--- config.mk ---
export PLATFORM = sky130hd
export DESIGN_NAME = cam_capture_fsm
export DESIGN_NICKNAME = d
export VERILOG_FILES = /design/src/rtl/cam_capture_fsm_pkg.sv /design/src/rtl/cam_px_convert.sv /design/src/rtl/cam_capture_fsm.sv
export SDC_FILE = /design/constraint.sdc
export NUM_CORES = 1
export LEC_CHECK = 0
export CELL_PAD_IN_SITES_DETAIL_PLACEMENT = 2
export CELL_PAD_IN_SITES_GLOBAL_PLACEMENT = 2
export CORE_MARGIN = 8
export CORE_UTILIZATION = 38
export DETAILED_ROUTE_END_ITERATION = 12
export PLACE_DENSITY = 0.8
export RECOVER_POWER = 50
export SYNTH_ARGS = -nofsm -noshare
export SYNTH_HDL_FRONTEND = slang
export SYNTH_HIERARCHICAL = 1
export SYNTH_SLANG_ARGS = --single-unit
--- constraint.sdc ---
create_clock -name PCLK -period 3.2 [get_ports PCLK]
set_clock_uncertainty 0.05 [all_clocks]
set_input_delay 0.48 -clock PCLK [delete_from_list [all_inputs] [get_ports PCLK]]
set_output_delay 0.48 -clock PCLK [all_outputs]
set_load 0.02 [all_outputs]
--- src/rtl/cam_capture_fsm_pkg.sv ---
// Shared definitions for the camera capture engine: FSM states, pixel
// format codes and standard frame sizes.
package cam_capture_fsm_pkg;

  typedef enum logic [1:0] {
    S_IDLE    = 2'd0,
    S_WAIT_VS = 2'd1,
    S_ACTIVE  = 2'd2,
    S_HOLD    = 2'd3
  } cap_state_e;

  localparam logic FMT_RGB444 = 1'b0;
  localparam logic FMT_RGB565 = 1'b1;

  localparam int unsigned QQVGA_W = 160;
  localparam int unsigned QQVGA_H = 120;
  localparam int unsigned QVGA_W  = 320;
  localparam int unsigned QVGA_H  = 240;

endpackage

--- src/rtl/cam_px_convert.sv ---
// Combinational pixel reducer: two camera bytes plus format -> DW-bit {R,G,B}.
// Ports: byte0/byte1 first/second byte of the pixel, fmt (0 RGB444, 1 RGB565),
//        px_c reduced pixel, DW/3 MSBs per channel.
module cam_px_convert
  import cam_capture_fsm_pkg::*;
#(
  parameter int unsigned DW = 3
) (
  input  logic [7:0]    byte0,
  input  logic [7:0]    byte1,
  input  logic          fmt,
  output logic [DW-1:0] px_c
);

  localparam int unsigned CW = DW / 3;

  // Channels left-aligned in 8 bits so truncation and zero-padding are one slice.
  logic [7:0] r_al;
  logic [7:0] g_al;
  logic [7:0] b_al;
  logic       unused_lsbs;

  always_comb begin
    r_al = 8'h00;
    g_al = 8'h00;
    b_al = 8'h00;
    if (fmt == FMT_RGB565) begin
      r_al = {byte0[7:3], 3'b000};
      g_al = {byte0[2:0], byte1[7:5], 2'b00};
      b_al = {byte1[4:0], 3'b000};
    end else begin
      r_al = {byte0[3:0], 4'h0};
      g_al = {byte1[7:4], 4'h0};
      b_al = {byte1[3:0], 4'h0};
    end
  end

  assign px_c = DW'({r_al[7 -: CW], g_al[7 -: CW], b_al[7 -: CW]});

  assign unused_lsbs = ^{r_al[7-CW:0], g_al[7-CW:0], b_al[7-CW:0]};

endmodule

--- src/rtl/cam_capture_fsm.sv ---
// Camera pixel-capture engine: samples the 8-bit camera bus framed by
// VSYNC/HREF, assembles two-byte pixels, reduces them to DW bits and writes
// them to a frame buffer at row*IMG_W+col.
// Ports: PCLK clock, rst async active-low reset, D/VSYNC/HREF camera bus,
//        fmt pixel format, cap_en capture enable, oneshot single-frame mode,
//        mem_px_addr/mem_px_data/px_wr frame-buffer write port,
//        frame_done end-of-frame pulse, busy capturing, err_geom sticky
//        geometry error of the last frame.
module cam_capture_fsm
  import cam_capture_fsm_pkg::*;
#(
  parameter int unsigned AW    = 15,
  parameter int unsigned DW    = 3,
  parameter int unsigned IMG_W = QQVGA_W,
  parameter int unsigned IMG_H = QQVGA_H
) (
  input  logic          PCLK,
  input  logic          rst,
  input  logic [7:0]    D,
  input  logic          VSYNC,
  input  logic          HREF,
  input  logic          fmt,
  input  logic          cap_en,
  input  logic          oneshot,
  output logic [AW-1:0] mem_px_addr,
  output logic [DW-1:0] mem_px_data,
  output logic          px_wr,
  output logic          frame_done,
  output logic          busy,
  output logic          err_geom
);

  localparam int unsigned COL_W    = $clog2(IMG_W + 1);
  localparam int unsigned ROW_W    = $clog2(IMG_H + 1);
  localparam int unsigned BASE_W   = AW + 1;
  localparam int unsigned FRAME_PX = IMG_W * IMG_H;

  cap_state_e state_q;
  cap_state_e state_d;

  logic [7:0]        d_q;
  logic              vs_q;
  logic              href_q;
  logic              vs_p;
  logic              href_p;
  logic [7:0]        byte0_q;
  logic              phase_q;
  logic [COL_W-1:0]  col_q;
  logic              col_over_q;
  logic [ROW_W-1:0]  row_q;
  logic              row_over_q;
  logic [BASE_W-1:0] line_base_q;
  logic              line_err_q;

  logic              vs_rise_c;
  logic              vs_fall_c;
  logic              href_rise_c;
  logic              href_fall_c;
  logic              byte_ok_c;
  logic              eff_phase_c;
  logic              capture_c;
  logic              pix_c;
  logic              in_range_c;
  logic              frame_end_c;
  logic [BASE_W-1:0] px_addr_c;
  logic [DW-1:0]     px_c;

  // Edge detection on the registered bus; HREF activity during VSYNC is ignored.
  assign vs_rise_c   = vs_q & ~vs_p;
  assign vs_fall_c   = ~vs_q & vs_p;
  assign href_rise_c = href_q & ~href_p & ~vs_q;
  assign href_fall_c = ~href_q & href_p & ~vs_q;
  assign byte_ok_c   = href_q & ~vs_q;
  // A line always starts on byte0, whatever the previous line left behind.
  assign eff_phase_c = href_rise_c ? 1'b0 : phase_q;
  assign capture_c   = (state_q == S_ACTIVE) & cap_en;
  assign pix_c       = capture_c & byte_ok_c & eff_phase_c;
  assign px_addr_c   = line_base_q + BASE_W'(col_q);
  assign in_range_c  = (col_q < COL_W'(IMG_W)) && (row_q < ROW_W'(IMG_H)) &&
                       (px_addr_c < BASE_W'(FRAME_PX));

  cam_px_convert #(.DW(DW)) u_conv (
    .byte0 (byte0_q),
    .byte1 (d_q),
    .fmt   (fmt),
    .px_c  (px_c)
  );

  // State register.
  always_ff @(posedge PCLK or negedge rst) begin
    if (!rst) state_q <= S_IDLE;
    else      state_q <= state_d;
  end

  // Next-state logic; dropping cap_en aborts from any state without a frame end.
  always_comb begin
    state_d     = state_q;
    frame_end_c = 1'b0;
    case (state_q)
      S_IDLE:    if (cap_en) state_d = S_WAIT_VS;
      S_WAIT_VS: if (vs_fall_c) state_d = S_ACTIVE;
      S_ACTIVE: begin
        if (vs_rise_c) begin
          frame_end_c = 1'b1;
          state_d     = oneshot ? S_HOLD : S_WAIT_VS;
        end
      end
      S_HOLD:    state_d = S_HOLD;
      default:   state_d = S_IDLE;
    endcase
    if (!cap_en) begin
      state_d     = S_IDLE;
      frame_end_c = 1'b0;
    end
  end

  // Input sampling, byte phase, geometry counters and the write port.
  always_ff @(posedge PCLK or negedge rst) begin
    if (!rst) begin
      d_q         <= 8'h00;
      vs_q        <= 1'b0;
      href_q      <= 1'b0;
      vs_p        <= 1'b0;
      href_p      <= 1'b0;
      byte0_q     <= 8'h00;
      phase_q     <= 1'b0;
      col_q       <= '0;
      col_over_q  <= 1'b0;
      row_q       <= '0;
      row_over_q  <= 1'b0;
      line_base_q <= '0;
      line_err_q  <= 1'b0;
      mem_px_addr <= '0;
      mem_px_data <= '0;
      px_wr       <= 1'b0;
      frame_done  <= 1'b0;
      busy        <= 1'b0;
      err_geom    <= 1'b0;
    end else begin
      d_q        <= D;
      vs_q       <= VSYNC;
      href_q     <= HREF;
      vs_p       <= vs_q;
      href_p     <= href_q;
      busy       <= (state_d == S_ACTIVE);
      px_wr      <= 1'b0;
      frame_done <= 1'b0;

      if (byte_ok_c) begin
        phase_q <= ~eff_phase_c;
        if (!eff_phase_c) byte0_q <= d_q;
      end

      if (frame_end_c) begin
        frame_done <= 1'b1;
        err_geom   <= line_err_q | row_over_q | (row_q != ROW_W'(IMG_H));
      end

      if (!capture_c || frame_end_c) begin
        col_q       <= '0;
        col_over_q  <= 1'b0;
        row_q       <= '0;
        row_over_q  <= 1'b0;
        line_base_q <= '0;
        line_err_q  <= 1'b0;
      end else begin
        if (pix_c) begin
          // col saturates at IMG_W; col_over remembers any pixel beyond it.
          if (col_q == COL_W'(IMG_W)) col_over_q <= 1'b1;
          else                        col_q      <= col_q + COL_W'(1);
          if (in_range_c) begin
            px_wr       <= 1'b1;
            mem_px_addr <= AW'(px_addr_c);
            mem_px_data <= px_c;
          end
        end
        if (href_fall_c) begin
          // A set phase here means a trailing byte0: odd byte count.
          if ((col_q != COL_W'(IMG_W)) || col_over_q || phase_q) line_err_q <= 1'b1;
          col_q      <= '0;
          col_over_q <= 1'b0;
          if (row_q == ROW_W'(IMG_H)) begin
            row_over_q <= 1'b1;
          end else begin
            row_q       <= row_q + ROW_W'(1);
            line_base_q <= line_base_q + BASE_W'(IMG_W);
          end
        end
      end
    end
  end

endmodule

# Word level (Yosys, flattened, before mapping)
# Cells that the tools add are included.
[op_classes] addsub=4 order_cmp=3 n_eq_ne=10 bitwise=18 mux=36 n_reduce_logical=19
[ops] cell="$mux 8" count=7
[ops] cell="$mux 16" count=3
[ops] cell="$mux 7" count=3
[ops] cell="$mux 1" count=18
[ops] cell="$add 16x8->16" count=1
[ops] cell="$add 16x8->16 const B" count=1
[ops] cell="$lt 16x15->1 const B" count=1
[ops] cell="$reduce_and 2->1" count=6
[ops] cell="$and 1x1->1" count=10
[ops] cell="$add 8x1->8 const B" count=1
[ops] cell="$eq 8x8->1 const B" count=1
[ops] cell="$lt 8x8->1 const B" count=1
[ops] cell="$mux 2" count=4
[ops] cell="$ne 8x8->1 const B" count=1
[ops] cell="$pmux 2 s4" count=1
[ops] cell="$add 7x1->7 const B" count=1
[ops] cell="$eq 7x7->1 const B" count=1
[ops] cell="$lt 7x7->1 const B" count=1
[ops] cell="$ne 7x7->1 const B" count=1
[ops] cell="$eq 2x2->1 const B" count=3
[ops] cell="$not 1->1" count=6
[ops] cell="$reduce_bool 2->1" count=3
[ops] cell="$reduce_bool 3->1" count=2
[ops] cell="$logic_or 1x1->1" count=3
[ops] cell="8 further kinds" count=10
[word_totals] word_cells=110 ff_bits=79

# Depth between registers and ports, before layout
# Gate-level depths: netlist of the first run.
[depth] ltp_word=8 mapped_depth=8 ltp_nobuf=7

# Cells and area by module
# The synthesis of the first run kept the hierarchy.
[by_module_without_submodules] mod="cam_capture_fsm" instances=1 area_per_inst_um2=3345.7 cells_per_inst=286
[by_module_without_submodules] mod="cam_px_convert" instances=1 area_per_inst_um2=33.8 cells_per_inst=3

# Worst setup path after synthesis of the first run
# No wires, ideal clock.
[synth_timing] path_type="register to register" from="register col_q[7]" to="register mem_px_addr[10]" t_arrival_ns=2.345 required_time_ns=3.025 synth_period_minus_slack_ns=2.520 path_stages_with_launch=9 slack_ns=0.680 n_path_buf=2 path_cell_list="dfrtp_1 ha_1 a21oi_4 nand3b_2 a2111o_1 a221o_1 buf_6 buf_12 mux2_4"
[synth_via] elab_chain_cells=4 elab_cells_between_ends=6
[synth_lines] element="start, declared" line="cam_capture_fsm.sv:48" source="logic [COL_W-1:0] col_q;"
[synth_lines] element="start signal, assigned" line="cam_capture_fsm.sv:170" source="else col_q <= col_q + COL_W'(1);"
[synth_lines] element="$add 16x8->16 or $lt 8x8->1 (tied branches)" line="cam_capture_fsm.sv:78, cam_capture_fsm.sv:79"
[synth_lines] element="$lt 16x15->1 or $logic_and 1x1->1 (tied branches)" line="cam_capture_fsm.sv:80, cam_capture_fsm.sv:79"
[synth_lines] element="$logic_and 1x1->1" line="cam_capture_fsm.sv:79" source="assign in_range_c = (col_q < COL_W'(IMG_W)) && (row_q < ROW_W'(IMG_H)) &&"
[synth_lines] element="$reduce_and 3->1 (no source line)"
[synth_lines] element="end signal, assigned" line="cam_capture_fsm.sv:173" source="mem_px_addr <= AW'(px_addr_c);"
[synth_lines] element="end, declared" line="cam_capture_fsm.sv:25" source="output logic [AW-1:0] mem_px_addr,"
# Parallel ways exist; a longest one is shown, timed or not.
# A chain may end at the register's enable or synchronous reset.

# Final worst setup path of the first run
[layout_timing] from="register line_base_q[7]" to="register mem_px_addr[10]"
[layout_via] elab_chain_cells=4
[layout_lines] element="start, declared" line="cam_capture_fsm.sv:52" source="logic [BASE_W-1:0] line_base_q;"
[layout_lines] element="start signal, assigned" line="cam_capture_fsm.sv:186" source="line_base_q <= line_base_q + BASE_W'(IMG_W);"
[layout_lines] element="$add 16x8->16 *" line="cam_capture_fsm.sv:78" source="assign px_addr_c = line_base_q + BASE_W'(col_q);"
[layout_lines] element="$lt 16x15->1" line="cam_capture_fsm.sv:80" source="(px_addr_c < BASE_W'(FRAME_PX));"
[layout_lines] element="$logic_and 1x1->1" line="cam_capture_fsm.sv:79"
[layout_lines] element="$reduce_and 3->1 (no source line)"
# Mark *: on every way between the ends. The rest lies on a longest branch, timed or not.

==> results.toml, run 1 <==
[die]
fp-row-count = 33
core-area_sq_mm = 0.008051
dieWidth_microns = 106.3
ios = 37
initial_utilization_pct = 38.48
die_y_microns = 106.3
die_area_sq_mm = 0.01130

[outcome]
violations = "capacitance limit, slew limit"
outcome = "complete, but fails checks"

[finish]
n_fill_cell = 827
final_common_cell = "dfrtp_1"
syn2layout_area_growth_pct = 22.05
final_cell_mix = "dfrtp_1 (65), nor2_1 (36), clkdlybuf4s50_1 (24)"
layout.nets = 340
drive_gt1_share_pct = 15.53
num_antenna_cells = 0
instances_no_fill = 427

[power]
p_comb_share_pct = 5.6
power_frac_seq_pct = 48.9
ir_worst_vdd_mv = 0.1628
p_sw_mw = 0.3999
power_frac_clock_pct = 45.5
swShare_pct = 22.60
power_leakage_nw = 1.697
power_density_mw_per_mm2 = 468.0
internal_power_mw = 1.370

[worst_setup_path]
rr_endpoint = "mem_px_addr[10]$_DFFE_PN0P_"
cp.arrival_ps = 3040
r2r_cells = 7
crit_type = "flop to flop"
start_kind = "flop"
end_kind = "flop"
required_ps = 3360
crit_path_max_fanout = 12
rr_startpoint = "line_base_q[7]$_DFFE_PN0P_"
timing.reg2reg.setup_slack_ps = 330

[min_path]
min_from = "href_q$_DFF_PN0_"
hp-class = "flop to flop"
min_delay_worst_endpoint = "href_p$_DFF_PN0_"
hold_depth = 0

[placed_design]
io_buffers = 32
gp_routability_congestion = 0.7612
dp_cells = 411
hpwl_microns = 5626

[routing]
totalWireLength_microns = 8064
via_per_inst = 5.253
vias = 2243
wl_per_cell_microns = 18.89
antenna_left = 0
drc = 0
first_pass_iters = 4
drtIter0Drc = 31

[clock_network]
cts_hold_buffers = 0
cts-root-buf = "clkbuf_8"
clock_path_buffers = 2
cts-resized-gates = 0
tritoncts = "built"
clock_sinks = 65
cts-htree-levels = 3
cts_setup_buffers = 0
numCtsBuffers = 9
clkTransAtPathRegs_ps = 80
clk_latency_ps = 340

[timing]
worst_pin_slew_ps = 2705
finalHoldViolCount = 0
max-slew-margin-rel_pct = -80.32
drv_slew = 49
period_minus_slack_ps = 2872
fmax_mhz = 348.2
finalSetupTns_ps = 0
rsz0062_at_grt = "false"
fin_crit_sh_pct = 89.76
whs_ps = 385.1
setup_violations = 0

[logic_synthesis]
syn-cell-area_sq_mm = 0.003098
yosysWarnings = 6
syn_inst = 275
syn-num-nets = 298
avgSynthCellArea_sq_um = 11.27

[grt]
grt_pass1_wl_microns = 13500
grt_use_total_pct = 15.19
antenna_found_initial = 0
grt_pass1_vias = 2531
grt_overflow = 0
grt_max_degree = 49

[job]
maxCapViolations = 1
-- critical path, stage by stage (launching register included) --
cell	delay (ps)
dfrtp_1	430
ha_1	400
nand3_1	210
a21boi_2	420
nand3_1	190
a221o_1	500
buf_12	230
mux2_4	300
-- stage by stage --
step	util [%]	total power, mW	setup slack [ps]	instance area, sq um
2_1_floorplan	-	0.9195	680.1	3098
3_3_place_gp	44.21	0.9770	433.9	3560
3_5_place_dp	44.21	0.9847	361.9	3560
4_1_cts	47.06	1.793	302.9	3789
5_1_grt	46.96	1.839	178.8	3781
6_report	46.96	1.770	327.7	3781
-- routing by layer --
metal	track usage (%)	up-vias	wire length (microns)
li1	-	1031	-
met1	17.20	1175	3374
met2	27.52	27	4329
met3	3.146	10	244
met4	5.427	0	116
met5	0	-	0
-- final cells by class --
type / count / area [sq um] / area share, %
Sequential cell: 65 / 1627 / 43.02
Multi-Input combinational cell: 192 / 1380 / 36.50
Timing Repair Buffer: 40 / 380.4 / 10.06
Clock buffer: 11 / 151.4 / 4.004
Tap cell: 105 / 131.4 / 3.475
Clock inverter: 5 / 77.57 / 2.052
Inverter: 9 / 33.78 / 0.8934
-- worst max-delay path by stage --
stage	startpoint	end	slack [ps]
floorplan	col_q[7]$_DFFE_PN0P_	mem_px_addr[10]$_DFFE_PN0P_	680
global placement	col_q[7]$_DFFE_PN0P_	mem_px_addr[13]$_DFFE_PN0P_	430
detailed placement	col_q[7]$_DFFE_PN0P_	mem_px_addr[10]$_DFFE_PN0P_	360
CTS	line_base_q[7]$_DFFE_PN0P_	mem_px_addr[10]$_DFFE_PN0P_	300
finish	line_base_q[7]$_DFFE_PN0P_	mem_px_addr[10]$_DFFE_PN0P_	330
global route	rst	mem_px_addr[7]$_DFFE_PN0P_	180
-- power by group through the flow --
stage	clock [mW]	combinational [mW]	sequential, mW
2_1_floorplan	0	0.0383	0.881
3_3_place_gp	0	0.0995	0.877
3_5_place_dp	0	0.104	0.880
4_1_cts	0.823	0.106	0.865
5_1_grt	0.862	0.110	0.868
6_report	0.805	0.0995	0.865
-- registers in the layout, indices dropped and copies added (netlist names), 2 cells and up --
name / cells
line_base_q: 11
mem_px_data: 3
mem_px_addr: 15
row_q: 7
col_q: 8
d_q: 4
byte0_q: 3
state_q: 2
Note: power is estimated with default switching activity, not from simulation.
==> run 2, diff against run 1 <==
--- a/config.mk
+++ b/config.mk
@@ -8,9 +8,9 @@
 export CELL_PAD_IN_SITES_DETAIL_PLACEMENT = 2
 export CELL_PAD_IN_SITES_GLOBAL_PLACEMENT = 2
 export CORE_MARGIN = 8
-export CORE_UTILIZATION = 38
+export CORE_UTILIZATION = 30
 export DETAILED_ROUTE_END_ITERATION = 12
-export PLACE_DENSITY = 0.8
+export PLACE_DENSITY = 0.65
 export RECOVER_POWER = 50
 export SYNTH_ARGS = -nofsm -noshare
 export SYNTH_HDL_FRONTEND = slang
==> run 2 against run 1 <==
  * The run still ends with capacitance limit, slew limit left
  * Combinational power is 2.1% lower
  * Critical endpoint is now mem_px_addr[8]$_DFFE_PN0P_
  * Largest power group unchanged
  * Final area up 0.46%
  * Global-route usage is 3.4 points lower
  * Final cell count increased by 7.3%
  * First-iteration DRC count is 150% higher
  * Die area increased by 22%
  * Sequential share of layout area down 0.20 points
  * Sequential power about the same
  * Register-to-register slack gained 70 ps
  * Critical path type unchanged
  * Utilization decreased by 9.7 points
  * Non-clock buffer count did not move
  * Routed wire length fell by 4.9%
==> results.toml, run 2 (synthesis results as in run 1) <==
[clock_network]
numCtsBuffers = 9
clock_path_buffers = 2
cts_setup_buffers = 0
clkTransAtPathRegs_ps = 80
clock_sinks = 65
cts-resized-gates = 0
cts-htree-levels = 3
cts-root-buf = "clkbuf_8"
cts_hold_buffers = 0
tritoncts = "built"
clk_latency_ps = 340

[finish]
final_common_cell = "dfrtp_1"
largest_reg_flops = 15
drive_gt1_share_pct = 15.84
final_area_sq_mm = 0.003799
num_antenna_cells = 0
syn2layout_area_growth_pct = 22.62
instances_no_fill = 458
top_register = "mem_px_addr"
layout.nets = 340
biggestRegsByFlops = "mem_px_addr x15, line_base_q x11, col_q x8"
final_cell_mix = "dfrtp_1 (65), nor2_1 (36), clkdlybuf4s50_1 (24)"

[routing]
via_per_inst = 4.749
antenna_left = 0
totalWireLength_microns = 7667
wl_per_cell_microns = 16.74
drtIter0Drc = 76
vias = 2175
first_pass_iters = 4
dr_wl_met3_microns = 185
maxUsedRoutingLayer = "met4"
met1_length_microns = 3666
routed-wl-met2_microns = 3682
drc = 0

[die]
die_area_sq_mm = 0.01383
die_y_microns = 117.6
core-area_sq_mm = 0.01018
ios = 37
initial_utilization_pct = 30.42
fp-row-count = 37
dieWidth_microns = 117.6

[outcome]
violations = "capacitance limit, slew limit"
outcome = "complete, but fails checks"

[worst_setup_path]
cp.arrival_ps = 2970
crit_path_max_fanout = 12
end_kind = "flop"
start_kind = "flop"
crit_type = "flop to flop"
critPathBufInv = 1
slowest_delay_ps = 530
critical-path-top-delay-family = "compound AO/OA/AOI/OAI gates"
required_ps = 3370
crit_chain = "ha_1 > nand3_1 > nand3b_2 > a2111o_1 > a221o_1 > buf_12 > mux2_4"
slowest_stage = "a221o_1"

[power]
power_frac_clock_pct = 42.8
power_leakage_nw = 1.680
swShare_pct = 24.13
ir_worst_vdd_mv = 0.1651
internal_power_mw = 1.272
power_density_mw_per_mm2 = 441.5
power_frac_seq_pct = 51.4
p_comb_share_pct = 5.8
p_sw_mw = 0.4046

[timing]
finalSetupTns_ps = 0
max-slew-margin-rel_pct = -23.35
worst_pin_slew_ps = 1850
fin_crit_sh_pct = 87.71
finalHoldViolCount = 0
setup_violations = 0
drv_slew = 35
rsz0062_at_grt = "false"
period_minus_slack_ps = 2807
fmax_mhz = 356.3

[placed_design]
hpwl_microns = 5436
dp_cells = 442
dpl_cell_area_sq_mm = 0.003611
gp_routability_congestion = 0.7561
io_buffers = 32

[min_path]
hp-class = "flop to flop"

[grt]
grt_max_degree = 35
grt_pass1_vias = 2516
grt_pass1_wl_microns = 13380
grt_use_total_pct = 11.83
antenna_found_initial = 0
grt_overflow = 0

[job]
maxCapViolations = 1
-- run 2: changes by cell type in the layout (fill, tap and decap cells not counted) --
cell	change
bufinv_16	-1
inv_6	+1
clkinvlp_4	+2
buf_4	+1
clkbuf_1	-1
clkinv_2	-1
clkbuf_8	-1
-- run 2: worst paths after layout --
path                                      startpoint                    endpoint  slack [ps]  cells after the start
min in group asynchronous                        rst  mem_px_addr[0]$_DFFE_PN0P_         590                      1
worst max register to register  col_q[6]$_DFFE_PN0P_  mem_px_addr[8]$_DFFE_PN0P_         390                      7
worst max-delay path            col_q[6]$_DFFE_PN0P_  mem_px_addr[8]$_DFFE_PN0P_         390                      7
worst min-delay path                href_q$_DFF_PN0_            href_p$_DFF_PN0_         380                      0
worst min register to register      href_q$_DFF_PN0_            href_p$_DFF_PN0_         380                      0
max in group asynchronous                        rst  line_base_q[8]$_DFFE_PN0P_         800                      2
-- run 2: area by class of cell --
type                    instances  area, sq um
clock buffers                  10        137.6
clock inverters                 6        66.31
fillers                      1115         6386
inverters                       9        33.78
multi-input cells             192         1380
flip-flops and latches         65         1627
well taps                     136        170.2
repair buffers                 40        384.1
-- run 2: metal layers --
layer,track usage (%),up-vias
li1,-,1033
met1,14.86,1103
met2,19.54,29
met3,2.110,10
met4,5.044,0
met5,0,-
-- run 2: power by group through the flow --
| stage | clock network (mW) | logic, mW | registers (mW) |
|---|---|---|---|
| floorplan | 0 | 0.0383 | 0.881 |
| global placement | 0 | 0.103 | 0.878 |
| detailed placement | 0 | 0.105 | 0.879 |
| CTS | 0.751 | 0.106 | 0.863 |
| global route | 0.781 | 0.109 | 0.867 |
| finish | 0.718 | 0.0974 | 0.862 |
-- run 2: metrics by stage --
| stage | util, % | power [mW] | setup slack, ps | hold WS [ps] |
|---|---|---|---|---|
| finish | 37.30 | 1.677 | 393.2 | 383.8 |
| global route | 37.30 | 1.757 | 275.8 | 403.9 |
| CTS | 37.46 | 1.720 | 342.8 | 200.3 |
| detailed placement | 35.45 | 0.9840 | 378.9 | 361.2 |
| global placement | 35.45 | 0.9803 | 401.7 | 380.0 |
| floorplan | - | 0.9195 | 680.1 | 134.4 |
-- run 2: worst register-to-register path: cells and delay by family, from the launching register on --
family	cells	cell delay [ps]
multiplexers	1	290
AO/OA/AOI/OAI	2	940
AND/OR/NAND/NOR	2	340
flip-flops	1	460
adder cells (fa/ha/maj)	1	380
buffers and inverters	1	240
